### src/rtl/des_avalanche_ctrl.sv
// rtl/des_avalanche_ctrl.sv - drives the des core through a reference run plus one run per flipped input bit
// and reports the Hamming distance of each result from the reference ciphertext.
module des_avalanche_ctrl #(
    parameter int NBITS      = 64,
    parameter int RST_CYCLES = 1,
    parameter int TIMEOUT    = 255
) (
    input  logic             clk,
    input  logic             reset,
    input  logic             start_i,
    input  logic             mode_i,
    input  logic [NBITS-1:0] base_i,
    input  logic [NBITS-1:0] key_i,
    output logic             des_rst_n_o,
    output logic             des_enable_o,
    output logic             des_mode_o,
    output logic [NBITS-1:0] des_data_o,
    output logic [NBITS-1:0] des_key_o,
    input  logic [NBITS-1:0] des_data_i,
    input  logic             des_ready_i,
    output logic             busy_o,
    output logic [NBITS-1:0] ref_ct_o,
    output logic             res_valid_o,
    output logic [5:0]       bit_idx_o,
    output logic [6:0]       hd_o,
    output logic [12:0]      total_o,
    output logic [6:0]       min_o,
    output logic [6:0]       max_o,
    output logic             done_o,
    output logic             err_o
);
    typedef enum logic [2:0] {S_IDLE, S_RST, S_RUN, S_CAPREF, S_ACC, S_DONE} state_t;

    localparam int TW = $clog2(TIMEOUT + 1);
    localparam int RW = (RST_CYCLES > 1) ? $clog2(RST_CYCLES) : 1;

    state_t           state_q;
    logic [NBITS-1:0] base_q, key_q, data_q, cap_q, ref_ct_q;
    logic             mode_q, flip_phase_q, des_rst_n_q, des_enable_q;
    logic [5:0]       idx_q, bit_idx_q;
    logic [TW-1:0]    timer_q;
    logic [RW-1:0]    rst_cnt_q;
    logic [6:0]       hd_q, min_q, max_q;
    logic [12:0]      total_q;
    logic             busy_q, res_valid_q, done_q, err_q;

    logic [NBITS-1:0] diff_d;
    logic [6:0]       hd_d;

    always_comb begin
        diff_d = cap_q ^ ref_ct_q;
        hd_d   = '0;
        for (int i = 0; i < NBITS; i++) begin
            hd_d = hd_d + 7'(diff_d[i]);
        end
    end

    always_ff @(posedge clk or negedge reset) begin
        if (!reset) begin
            state_q      <= S_IDLE;
            base_q       <= '0;
            key_q        <= '0;
            data_q       <= '0;
            cap_q        <= '0;
            ref_ct_q     <= '0;
            mode_q       <= 1'b1;
            flip_phase_q <= 1'b0;
            des_rst_n_q  <= 1'b0;
            des_enable_q <= 1'b0;
            idx_q        <= '0;
            bit_idx_q    <= '0;
            timer_q      <= '0;
            rst_cnt_q    <= '0;
            hd_q         <= '0;
            min_q        <= 7'd127;
            max_q        <= '0;
            total_q      <= '0;
            busy_q       <= 1'b0;
            res_valid_q  <= 1'b0;
            done_q       <= 1'b0;
            err_q        <= 1'b0;
        end else begin
            res_valid_q <= 1'b0;
            done_q      <= 1'b0;
            case (state_q)
                S_IDLE: begin
                    if (start_i) begin
                        base_q       <= base_i;
                        key_q        <= key_i;
                        mode_q       <= mode_i;
                        data_q       <= base_i;
                        total_q      <= '0;
                        max_q        <= '0;
                        min_q        <= 7'd127;
                        err_q        <= 1'b0;
                        idx_q        <= '0;
                        flip_phase_q <= 1'b0;
                        rst_cnt_q    <= '0;
                        busy_q       <= 1'b1;
                        state_q      <= S_RST;
                    end
                end
                S_RST: begin
                    if (rst_cnt_q == RW'(RST_CYCLES - 1)) begin
                        des_rst_n_q  <= 1'b1;
                        des_enable_q <= 1'b1;
                        timer_q      <= '0;
                        state_q      <= S_RUN;
                    end else begin
                        rst_cnt_q <= rst_cnt_q + 1'b1;
                    end
                end
                S_RUN: begin
                    // Ready in the first run cycle may be left over from the previous run.
                    if (des_ready_i && timer_q != '0) begin
                        cap_q        <= des_data_i;
                        des_rst_n_q  <= 1'b0;
                        des_enable_q <= 1'b0;
                        state_q      <= flip_phase_q ? S_ACC : S_CAPREF;
                    end else if (timer_q == TW'(TIMEOUT)) begin
                        err_q        <= 1'b1;
                        done_q       <= 1'b1;
                        busy_q       <= 1'b0;
                        des_rst_n_q  <= 1'b0;
                        des_enable_q <= 1'b0;
                        state_q      <= S_DONE;
                    end else begin
                        timer_q <= timer_q + 1'b1;
                    end
                end
                S_CAPREF: begin
                    ref_ct_q     <= cap_q;
                    flip_phase_q <= 1'b1;
                    data_q       <= base_q ^ {{(NBITS-1){1'b0}}, 1'b1};
                    rst_cnt_q    <= '0;
                    state_q      <= S_RST;
                end
                S_ACC: begin
                    res_valid_q <= 1'b1;
                    bit_idx_q   <= idx_q;
                    hd_q        <= hd_d;
                    total_q     <= total_q + 13'(hd_d);
                    if (hd_d < min_q) min_q <= hd_d;
                    if (hd_d > max_q) max_q <= hd_d;
                    if (idx_q == 6'(NBITS - 1)) begin
                        done_q  <= 1'b1;
                        busy_q  <= 1'b0;
                        state_q <= S_DONE;
                    end else begin
                        idx_q     <= idx_q + 1'b1;
                        data_q    <= base_q ^ ({{(NBITS-1){1'b0}}, 1'b1} << (idx_q + 6'd1));
                        rst_cnt_q <= '0;
                        state_q   <= S_RST;
                    end
                end
                S_DONE: begin
                    state_q <= S_IDLE;
                end
                default: state_q <= S_IDLE;
            endcase
        end
    end

    assign des_rst_n_o  = des_rst_n_q;
    assign des_enable_o = des_enable_q;
    assign des_mode_o   = mode_q;
    assign des_data_o   = data_q;
    assign des_key_o    = key_q;
    assign busy_o       = busy_q;
    assign ref_ct_o     = ref_ct_q;
    assign res_valid_o  = res_valid_q;
    assign bit_idx_o    = bit_idx_q;
    assign hd_o         = hd_q;
    assign total_o      = total_q;
    assign min_o        = min_q;
    assign max_o        = max_q;
    assign done_o       = done_q;
    assign err_o        = err_q;

endmodule
### config.mk
export PLATFORM = sky130hd
export DESIGN_NAME = des_avalanche_ctrl
export DESIGN_NICKNAME = d
export VERILOG_FILES = /design/src/rtl/des_avalanche_ctrl.sv
export SDC_FILE = /design/constraint.sdc
export NUM_CORES = 1
export LEC_CHECK = 0
export ABC_AREA = 1
export CAP_MARGIN = 15
export CORE_MARGIN = 3
export CORE_UTILIZATION = 53
export CTS_BUF_LIST = sky130_fd_sc_hd__clkbuf_4
export CTS_CLUSTER_SIZE = 28
export DETAILED_ROUTE_END_ITERATION = 8
export MAX_ROUTING_LAYER = met4
export PLACE_DENSITY_LB_ADDON = 0.1
export RECOVER_POWER = 25
export SETUP_SLACK_MARGIN = 0.5
export SLEW_MARGIN = 0
export SYNTH_ARGS = -nofsm -noshare
export SYNTH_HDL_FRONTEND = slang
export SYNTH_SLANG_ARGS = --single-unit
### constraint.sdc
create_clock -name clk -period 9.4 [get_ports clk]
set_input_delay 1.88 -clock clk [delete_from_list [all_inputs] [get_ports clk]]
set_output_delay 1.88 -clock clk [all_outputs]
set_load 0.1 [all_outputs]
# Yosys cells after proc, flatten, opt, wreduce, memory -nomap -nowiden
# Index checks and enable logic that the tools add are counted.
totals:
  latch_bits: 0
  in_bits: 197
  romBits: 0
  ff_bits: 385
  memories: 0
  elab_cells: 180
  out_inout_bits: 239
  ram_bits: 0
op_classes:
  shifts: 1
  add_sub_neg: 67
  reduce_logical: 24
  bitwise_logic: 3
  order_cmp: 2
  n_eq_ne: 16
  n_mux: 46
  n_div: 0
  mul: 0
op_table:
  columns: ["operator", "n"]
  rows:
  - ["$add 7x1->7", 57]
  - ["$pmux 64 s3", 1]
  - ["$mux 64", 2]
  - ["$xor 64x64->64", 2]
  - ["$shl 1x6->64 const A", 1]
  - ["$mux 7", 4]
  - ["$pmux 7 s2", 2]
  - ["$pmux 13 s2", 1]
  - ["$mux 8", 3]
  - ["$reduce_and 3->1", 7]
  - ["$mux 3", 6]
  - ["$ne 2x2->1 const B", 9]
  - ["$pmux 8 s2", 1]
  - ["$mux 1", 15]
  - ["$pmux 3 s5", 1]
  - ["$add 13x7->13", 1]
  - ["$mux 13", 1]
  - ["$mux 6", 2]
  - ["$pmux 6 s2", 1]
  - ["$add 8x1->8 const B", 1]
  - ["$eq 8x8->1 const B", 1]
  - ["$pmux 1 s2", 4]
  - ["$reduce_and 2->1", 4]
  - ["$reduce_and 4->1", 2]
  - ["other kinds (25)", 30]

# Longest topological paths before layout
# Gate-level depths: netlist of run 1.
logic_depth:
  ltp_word: 67
  ltp_mapped: 32
  mapped_depth_nobuf: 32

# Worst setup path before layout of run 1
# No wires, ideal clock.
synth_path:
  path_kind: "register to register"
  startpoint: "register ref_ct_q[29] (netlist: ref_ct_o[29])"
  endpoint: "register total_q[9] (netlist: total_o[9])"
  path_buffers: 0
  synth_period_minus_slack_ns: 7.579
  setup_time_ns: 0.127
  t_required_ns: 9.273
  slack_ns: 1.821
  path_stages_with_launch: 30
  arrival_time_ns: 7.452
  path_cell_list: "dfrtp_1 > xnor2_1 > fa_1 > inv_1 > fa_1 > inv_1 > fa_1 > fa_1 > inv_1 > fa_1 > fa_1 > inv_1 > fa_1 > fa_1 > inv_1 > ha_1 > inv_1 > fa_1 > inv_1 > nand3_1 > nand2_1 > xor2_1 > inv_1 > ha_1 > a21oi_1 > o21a_1 > nand2_1 > nand2_1 > o21ai_0 > a21oi_1"
synth_via:
  elab_chain_cells: 38
synth_lines:
  columns: ["element", "line", "source"]
  rows:
  - ["start: declaration", "38", "logic [NBITS-1:0] base_q, key_q, data_q, cap_q, ref_ct_q;"]
  - ["start signal: assignment", "132", "ref_ct_q <= cap_q;"]
  - ["$xor 64x64->64", "51", "diff_d = cap_q ^ ref_ct_q;"]
  - ["$add 7x1->7 (35 in a row)", "54", "hd_d = hd_d + 7'(diff_d[i]);"]
  - ["via hd_d[4]", "48", "logic [6:0] hd_d;"]
  - ["$add 13x7->13", "142", "total_q <= total_q + 13'(hd_d);"]
  - ["$pmux 13 s2", "85", "case (state_q)"]
  - ["end signal: assignment", "142", null]
  - ["end: declaration", "44", "logic [12:0] total_q;"]
# The timed path passes the listed nets, and every way through them passes these cells.
# A chain may end at the register's enable or synchronous reset.

# Worst setup path after layout of run 1
layout_path:
  startpoint: "register ref_ct_q[29] (netlist: ref_ct_o[29])"
  endpoint: "register max_q[3] (netlist: max_o[3])"
layout_via:
  elab_chain_cells: 39
  elab_cells_between_ends: 41
  classes_between: "add/sub: 35; order compare: 1; eq/ne: 1; mux: 2; bitwise: 1; reduce/logical: 1"
layout_lines:
  columns: ["element", "line", "source"]
  rows:
  - ["$xor 64x64->64", "51", null]
  - ["$add 7x1->7 (35 in a row)", "54", null]
  - ["via hd_d[4]", "48", null]
  - ["$gt 7x7->1", "144", "if (hd_d > max_q) max_q <= hd_d;"]
  - ["$ne 2x2->1 (no line)", null, null]
  - ["$reduce_and 3->1 (no line)", null, null]
  - ["end signal: assignment", "76", "max_q <= '0;"]
  - ["end signal: assignment", "93", "max_q <= '0;"]
  - ["end signal: assignment", "144", null]
  - ["end: declaration", "43", "logic [6:0] hd_q, min_q, max_q;"]
# The timed path passes the listed nets, and every way through them passes these cells. The select of a mux whose other input is x is not followed.

==> reports/metrics.csv, run 1 <==
stage;metric;value;unit
setup_path;crit_fanout;10;
cts;h-tree-depth;3;
die;rows;71;
outcome;status;complete, but fails checks;
setup_path;crit_family;adder cells;
setup_path;slowest_stage;fa_1;
yosys;yosys.area.top_type;dfrtp_1;
global_route;grt.total_usage;30.2;%
die;die_h;203;um
cells_and_area;final_cells;3554;
global_route;grt_pass1_wl;96.3;mm
cts;cts_buffer_depth;3;
setup_path;critPathMostFrequentCell;fa_1;
die;core_area;37800;sq um
setup_path;crit_path_start_kind;register;
route;detail_route.iter0.violations;1379;
route;drc;0;
setup_path;required;10070;ps
sta;setup_slack;1540;ps
yosys;synth_cell_type_count;36;
global_route;grt_pass1_vias;18300;
yosys;synth_top_area_share;45.9;%
cells_and_area;final_area;26300;sq um
yosys;synth_top_family_by_area;simple AND/OR/NAND/NOR gates;
yosys;synth_nets;2823;
yosys;synthAdderAreaFrac;8.00;%
sta;worstMarginPinSlew;6160;ps
sta;tns;0;ps
sta;finalCritPeriodShare;83.6;%
cts;cts_resized;0;
cts;cts_tree;done;
sta;fmax;127;MHz
yosys;synth-simple-area-share;22.1;%
global_route;antenna_found_initial;13;
route;routed_via_density;5.23;
yosys;syn_area;20500;sq um
yosys;synth_mux_area_share;0;%
sta;slew_violations;744;
placement;pre_cts_ws;1810;ps
flow_run;maxCapViolCount;10;
setup_path;arrival;8530;ps
placement;dpl.hpwl;41.5;mm
yosys;synth_warnings;0;
cts;clkSinkCount;384;
yosys;avgSynthCellArea;8.10;sq um
setup_path;critPathKind;reg2reg;
route;vias;18600;
cts;root_buffer;clkbuf_4;
cts;cts_setup_buffers;0;
yosys;yosysSeqAreaShare;47.0;%
sta;hold_viol;0;
sta;skew;29.3;ps
placement;port_buffers;435;
yosys;synth_compound_area_share;10.3;%
placement;dp_cells;3362;
setup_path;cpPeakStageDelay;550;ps
cells_and_area;final_net_count;3254;
route;drtPass1Iterations;6;
cts;worst_skew_pair.late_latency;810;ps
die;initial_core_util;54.1;%
cts;path_clk_slew;70;ps
global_route;grt_overflow_total;0;
yosys;ys_ff_latch;384;
setup_path;path_buf_inv;8;
cells_and_area;area_delta_synth_final;28.4;%
route;antenna_left;0;
die;ios;436;
sta;final-setup-viol-count;0;
global_route;grt_max_degree;134;
yosys;synth-xor-area-share;3.04;%
sta;rsz0062_at_grt;no;
yosys;netlist_instances;2528;
cts;cts_hold_buffers;0;
setup_path;endpoint_kind;register;
yosys;ys_top_cells_by_area;dfrtp_1 (46%), nand2_1 (12%), inv_1 (6.5%), o21ai_0 (6.4%), nand3_1 (5.7%);
placement;post_dp_cell_area;25000;sq um
cells_and_area;drive_above_1_share;6.67;%
route;wl_per_cell;17.1;um
die;dieArea;41000;sq um
sta;min_period;7860;ps
outcome;violations;capacitance limit, slew limit;
placement;gp_congestion;0.881;
cts;cts_made_buffers;104;
route;routed_wl;60.7;mm
worst_hold_path;worstHoldPathType;reg2reg;
sta;maxSlewHeadroom;-310;%
cells_and_area;fillers;3110;
die;die_x;203;um
[logic make-up (layout without fill, tap and decap cells)]
logic type,Yosys count,count (layout)
flip-flops,384,384
adder cells (fa/ha/maj),98,98
other,0,15
AO/OA/AOI/OAI,404,404
AND/OR/NAND/NOR,1085,1085
XOR/XNOR,71,71
buffers and inverters,486,986
[cell type report]
cell class / instances / area, sq um / share of cell area, %
Tap cell: 511 / 639 / 2.43
Inverter: 358 / 1350 / 5.12
Timing Repair Buffer: 453 / 4480 / 17.0
Multi-Input combinational cell: 1658 / 8900 / 33.8
Clock inverter: 21 / 135 / 0.514
Antenna cell: 15 / 37.5 / 0.143
Sequential cell: 384 / 9620 / 36.6
Clock buffer: 154 / 1160 / 4.39
[sequential cells by signal (all words and copies together), names as in the netlist]
name	flops
base_q	64
cap_q	64
des_data_o	64
des_key_o	64
ref_ct_o	64
total_o	13
timer_q	8
hd_o	7
max_o	7
min_o	7
bit_idx_o	6
idx_q	6
state_q	3
busy_o	1
des_enable_o	1
des_mode_o	1
done_o	1
err_o	1
flip_phase_q	1
res_valid_o	1
[routing by layer]
metal | part of all wire (%) | track usage, %
met5 | 0 | -
met4 | 3.5 | 11.5
met3 | 8.9 | 9.07
met2 | 48 | 47.9
met1 | 39 | 36.9
[worst paths after layout]
path | cells after the start | startpoint | endpoint | slack (ps)
max | 30 | ref_ct_o[29]$_DFFE_PN0P_ | max_o[3]$_DFFE_PN0P_ | 1540
min | 2 | des_mode_o$_DFFE_PN1P_ | des_mode_o$_DFFE_PN1P_ | 470
max reg2reg | 30 | ref_ct_o[29]$_DFFE_PN0P_ | max_o[3]$_DFFE_PN0P_ | 1540
min reg2reg | 2 | des_mode_o$_DFFE_PN1P_ | des_mode_o$_DFFE_PN1P_ | 470
max in group asynchronous | 2 | reset | des_key_o[39]$_DFFE_PN0P_ | 2080
min in group asynchronous | 1 | reset | res_valid_o$_DFF_PN0_ | 3290
[worst min-delay path, stage by stage, from the launching register on]
cell and delay (ps):
dfstp_2 370, nand2_1 50, nand2_1 40
[layout by cell type, fill, tap and decap left out, types with 2 or more instances in the layout]
| master | instances |
|---|---|
| a21boi_0 | 2 |
| a21boi_1 | 16 |
| a21oi_1 | 74 |
| buf_4 | 9 |
| bufinv_16 | 2 |
| clkbuf_1 | 7 |
| clkbuf_2 | 2 |
| clkbuf_4 | 154 |
| clkdlybuf4s50_1 | 432 |
| clkinv_1 | 15 |
| clkinvlp_2 | 2 |
| dfrtp_1 | 376 |
| dfstp_2 | 8 |
| diode_2 | 15 |
| dlygate4sd3_1 | 2 |
| fa_1 | 55 |
| ha_1 | 43 |
| inv_1 | 354 |
| inv_2 | 5 |
| nand2_1 | 668 |
| nand2_2 | 4 |
| nand3_1 | 232 |
| nand4_1 | 41 |
| nor2_1 | 124 |
| nor2_2 | 9 |
| nor3_1 | 2 |
| o211ai_1 | 2 |
| o21a_1 | 5 |
| o21ai_0 | 268 |
| o21ai_1 | 26 |
| o22ai_1 | 6 |
| or2_2 | 2 |
| xnor2_1 | 32 |
| xor2_1 | 39 |
[per-stage QoR]
| stage | hold slack [ps] | util, % |
|---|---|---|
| floorplan | 501 | - |
| global placement | 450 | 66.1 |
| detailed placement | 457 | 66.1 |
| CTS | 471 | 69.5 |
| global route | 482 | 69.5 |
| finish | 469 | 69.5 |
[cells in the mapped netlist]
| master | instances |
|---|---|
| o21bai_1 | 1 |
| o21a_1 | 5 |
| nand2_1 | 669 |
| a22o_1 | 1 |
| xnor2_1 | 32 |
| nand3_1 | 233 |
| xor2_1 | 39 |
| buf_2 | 68 |
| dfstp_2 | 8 |
| fa_1 | 55 |
| dfrtp_1 | 376 |
| nand4_1 | 41 |
| o211ai_1 | 2 |
| nor3_2 | 1 |
| a21o_1 | 1 |
| nor2_4 | 1 |
| a31oi_1 | 1 |
| nor2_2 | 10 |
| or2_2 | 2 |
| a21boi_1 | 16 |
| buf_1 | 12 |
| inv_1 | 353 |
| buf_4 | 16 |
| nand2_2 | 4 |
| nor3_1 | 2 |
| a21boi_0 | 2 |
| nor2_1 | 122 |
| o22ai_1 | 6 |
| buf_6 | 1 |
| inv_2 | 5 |
| a21oi_1 | 74 |
| a41oi_1 | 1 |
| ha_1 | 43 |
| clkbuf_1 | 31 |
| o21ai_1 | 31 |
| o21ai_0 | 263 |
Power of run 1 is not shown: default switching activity piles up to over one toggle a cycle in this logic, so the estimate is an artifact.
==> inputs of run 2 (changes only) <==
clock period = 7.35 ns   (was 9.4 ns; I/O delays follow)
==> reports/metrics.csv, run 2 (same netlist as run 1, synthesis figures left out) <==
stage;metric;value;unit;change
cts;path_clk_slew;60;ps;was 70 ps
route;drc;0;;unchanged
cells_and_area;final_common_cell;nand2_1;;unchanged
cts;cts_made_buffers;105;;was 104
global_route;grt_overflow_total;0;;unchanged
flow_run;maxCapViolCount;3;;was 10
cts;h-tree-depth;3;;unchanged
die;core_area;37800;sq um;unchanged
cts;cts_hold_buffers;0;;unchanged
worst_hold_path;worstHoldPathType;reg2reg;;unchanged
route;routed_wl;61.7;mm;was 60.7 mm
setup_path;critPathKind;reg2reg;;unchanged
die;ios;436;;unchanged
worst_hold_path;holdCritStartpoint;des_key_o[34]$_DFFE_PN0P_;;was des_mode_o$_DFFE_PN1P_
global_route;use_met3;8.59;%;was 9.07%
sta;worstMarginPinSlew;3550;ps;was 6160 ps
cts;clkSinkCount;384;;unchanged
route;wl_per_cell;17.3;um;was 17.1 um
cells_and_area;fillers;3023;;was 3110
cts;worst_skew_pair.late_latency;820;ps;was 810 ps
setup_path;r2r_end;min_o[5]$_DFFE_PN1P_;;was max_o[3]$_DFFE_PN0P_
route;vias;18800;;was 18.6k
placement;port_buffers;435;;unchanged
die;rows;71;;unchanged
cells_and_area;final_net_count;3272;;was 3254
sta;finalCritPeriodShare;97.3;%;was 83.6%
setup_path;endpoint_kind;register;;unchanged
setup_path;cpPeakStageDelay;570;ps;was 550 ps
global_route;grt_max_degree;197;;was 134
worst_hold_path;min_delay_path_depth;2;;unchanged
die;initial_core_util;54.1;%;unchanged
setup_path;required;8080;ps;was 10070 ps
setup_path;crit_fanout;7;;was 10
global_route;grt.total_usage;30.9;%;was 30.2%
global_route;use_met2;49.6;%;was 47.9%
sta;slew_violations;389;;was 744
sta;rsz0062_at_grt;yes;;was no
route;antenna_left;0;;unchanged
sta;fmax;140;MHz;was 127 MHz
cells_and_area;drive_above_1_share;11.6;%;was 6.67%
placement;dpl.hpwl;41.8;mm;was 41.5 mm
setup_path;slowest_stage;fa_2;;was fa_1
setup_path;arrival;7880;ps;was 8530 ps
global_route;busiest_layer;met2;;unchanged
setup_path;critPathMostFrequentCell;inv_2;;was fa_1
route;drtPass1Iterations;7;;was 6
route;detail_route.iter0.violations;1405;;was 1379
worst_hold_path;hold_end;des_key_o[34]$_DFFE_PN0P_;;was des_mode_o$_DFFE_PN1P_
cts;root_buffer;clkbuf_4;;unchanged
setup_path;r2r-start;ref_ct_o[57]$_DFFE_PN0P_;;was ref_ct_o[29]$_DFFE_PN0P_
setup_path;crit_path_start_kind;register;;unchanged
cts;cts_tree;done;;unchanged
global_route;gr-usage-met1;38.4;%;was 36.9%
outcome;status;complete, but fails checks;;unchanged
cells_and_area;layout_common_cells;nand2_1 (651), clkdlybuf4s50_1 (433), dfrtp_1 (343), inv_1 (341), o21ai_0 (249);;was nand2_1 (668), clkdlybuf4s50_1 (432), dfrtp_1 (376), inv_1 (354), o21ai_0 (268)
global_route;grt_pass1_vias;18800;;was 18.3k
sta;hold_viol;0;;unchanged
global_route;grt_pass1_wl;98.3;mm;was 96.3 mm
sta;skew;34.3;ps;was 29.3 ps
sta;final-setup-viol-count;0;;unchanged
die;dieArea;41000;sq um;unchanged
sta;maxSlewHeadroom;-136;%;was -310%
die;die_h;203;um;unchanged
placement;gp_congestion;0.885;;was 0.881
die;die_x;203;um;unchanged
setup_path;reg2reg_slack;190;ps;was 1540 ps
route;routed_via_density;5.26;;was 5.23
global_route;antenna_found_initial;4;;was 13
setup_path;r2r.worst_path.cells;33;;was 30
cells_and_area;post-route-util;71.4;%;was 69.5%
cells_and_area;area_delta_synth_final;31.9;%;was 28.4%
cts;cts_buffer_depth;3;;unchanged
outcome;violations;capacitance limit, slew limit;;unchanged
sta;min_period;7160;ps;was 7860 ps
## run 2: cell count changes in the layout (fill, tap and decap cells not counted), sizes merged
cell	change
buf	+22
bufinv	-1
clkbuf	+7
clkdlybuf4s50	+1
clkinv	-1
diode	-9
dlygate4sd3	-1
nand2	+1
## run 2: final cells by class
cell class / instances / area [sq um] / share of cell area [%]
tap: 511 / 639 / 2.37
clock buffer: 167 / 1250 / 4.64
inverter: 358 / 1350 / 4.98
timing repair buffer: 469 / 4640 / 17.2
multi-input combinational: 1659 / 9300 / 34.4
sequential: 384 / 9700 / 35.9
clock inverter: 19 / 114 / 0.421
antenna: 6 / 15.0 / 0.0556
## run 2: worst max-delay path by stage
stage / startpoint / depth (start not counted) / slack, ps / endpoint
floorplan: ref_ct_o[63]$_DFFE_PN0P_ / 29 / 390 / max_o[0]$_DFFE_PN0P_
global placement: ref_ct_o[39]$_DFFE_PN0P_ / 29 / 230 / max_o[4]$_DFFE_PN0P_
detailed placement: ref_ct_o[39]$_DFFE_PN0P_ / 27 / 10 / max_o[3]$_DFFE_PN0P_
CTS: ref_ct_o[57]$_DFFE_PN0P_ / 31 / 240 / max_o[1]$_DFFE_PN0P_
global route: ref_ct_o[57]$_DFFE_PN0P_ / 29 / -90 / max_o[4]$_DFFE_PN0P_
finish: ref_ct_o[57]$_DFFE_PN0P_ / 33 / 190 / min_o[5]$_DFFE_PN1P_
## run 2: metal layers
| layer | vias to the layer above | share of wire (%) |
|---|---|---|
| met5 | - | 0 |
| met4 | 0 | 2.8 |
| met3 | 131 | 8.9 |
| met2 | 762 | 48 |
| met1 | 8955 | 40 |
| li1 | 8930 | - |
## run 2: through the flow
| step | area, sq um | worst slack, ps | hold slack [ps] | setup TNS [ps] | instances |
|---|---|---|---|---|---|
| detailed placement | 25300 | 13.2 | 457 | 0 | 3360 |
| global route | 27000 | -88.5 | 492 | -861 | 3571 |
| global placement | 25300 | 229 | 452 | 0 | 3360 |
| floorplan | 20700 | 391 | 501 | 0 | 2528 |
| finish | 27000 | 195 | 470 | 0 | 3573 |
| CTS | 26900 | 237 | 474 | 0 | 3560 |
## run 2: critical path, delay by kind of cell (launching register included)
family,cells,cell delay [ps]
buffers and inverters,11,680
adders and majority gates,11,4850
and+or+nand+nor,9,740
xor gates and xnor gates,2,320
DFF,1,500
## run 2: timing repair
| action | CTS | global route |
|---|---|---|
| setup buffers | 13 | 6 |
| endpoints found under the setup margin | 23 | 24 |
| gates resized for setup | 35 | 38 |
| gates cloned | 1 | 0 |
| pin swaps | 33 | 11 |
Power of run 2 is left out for the same reason.
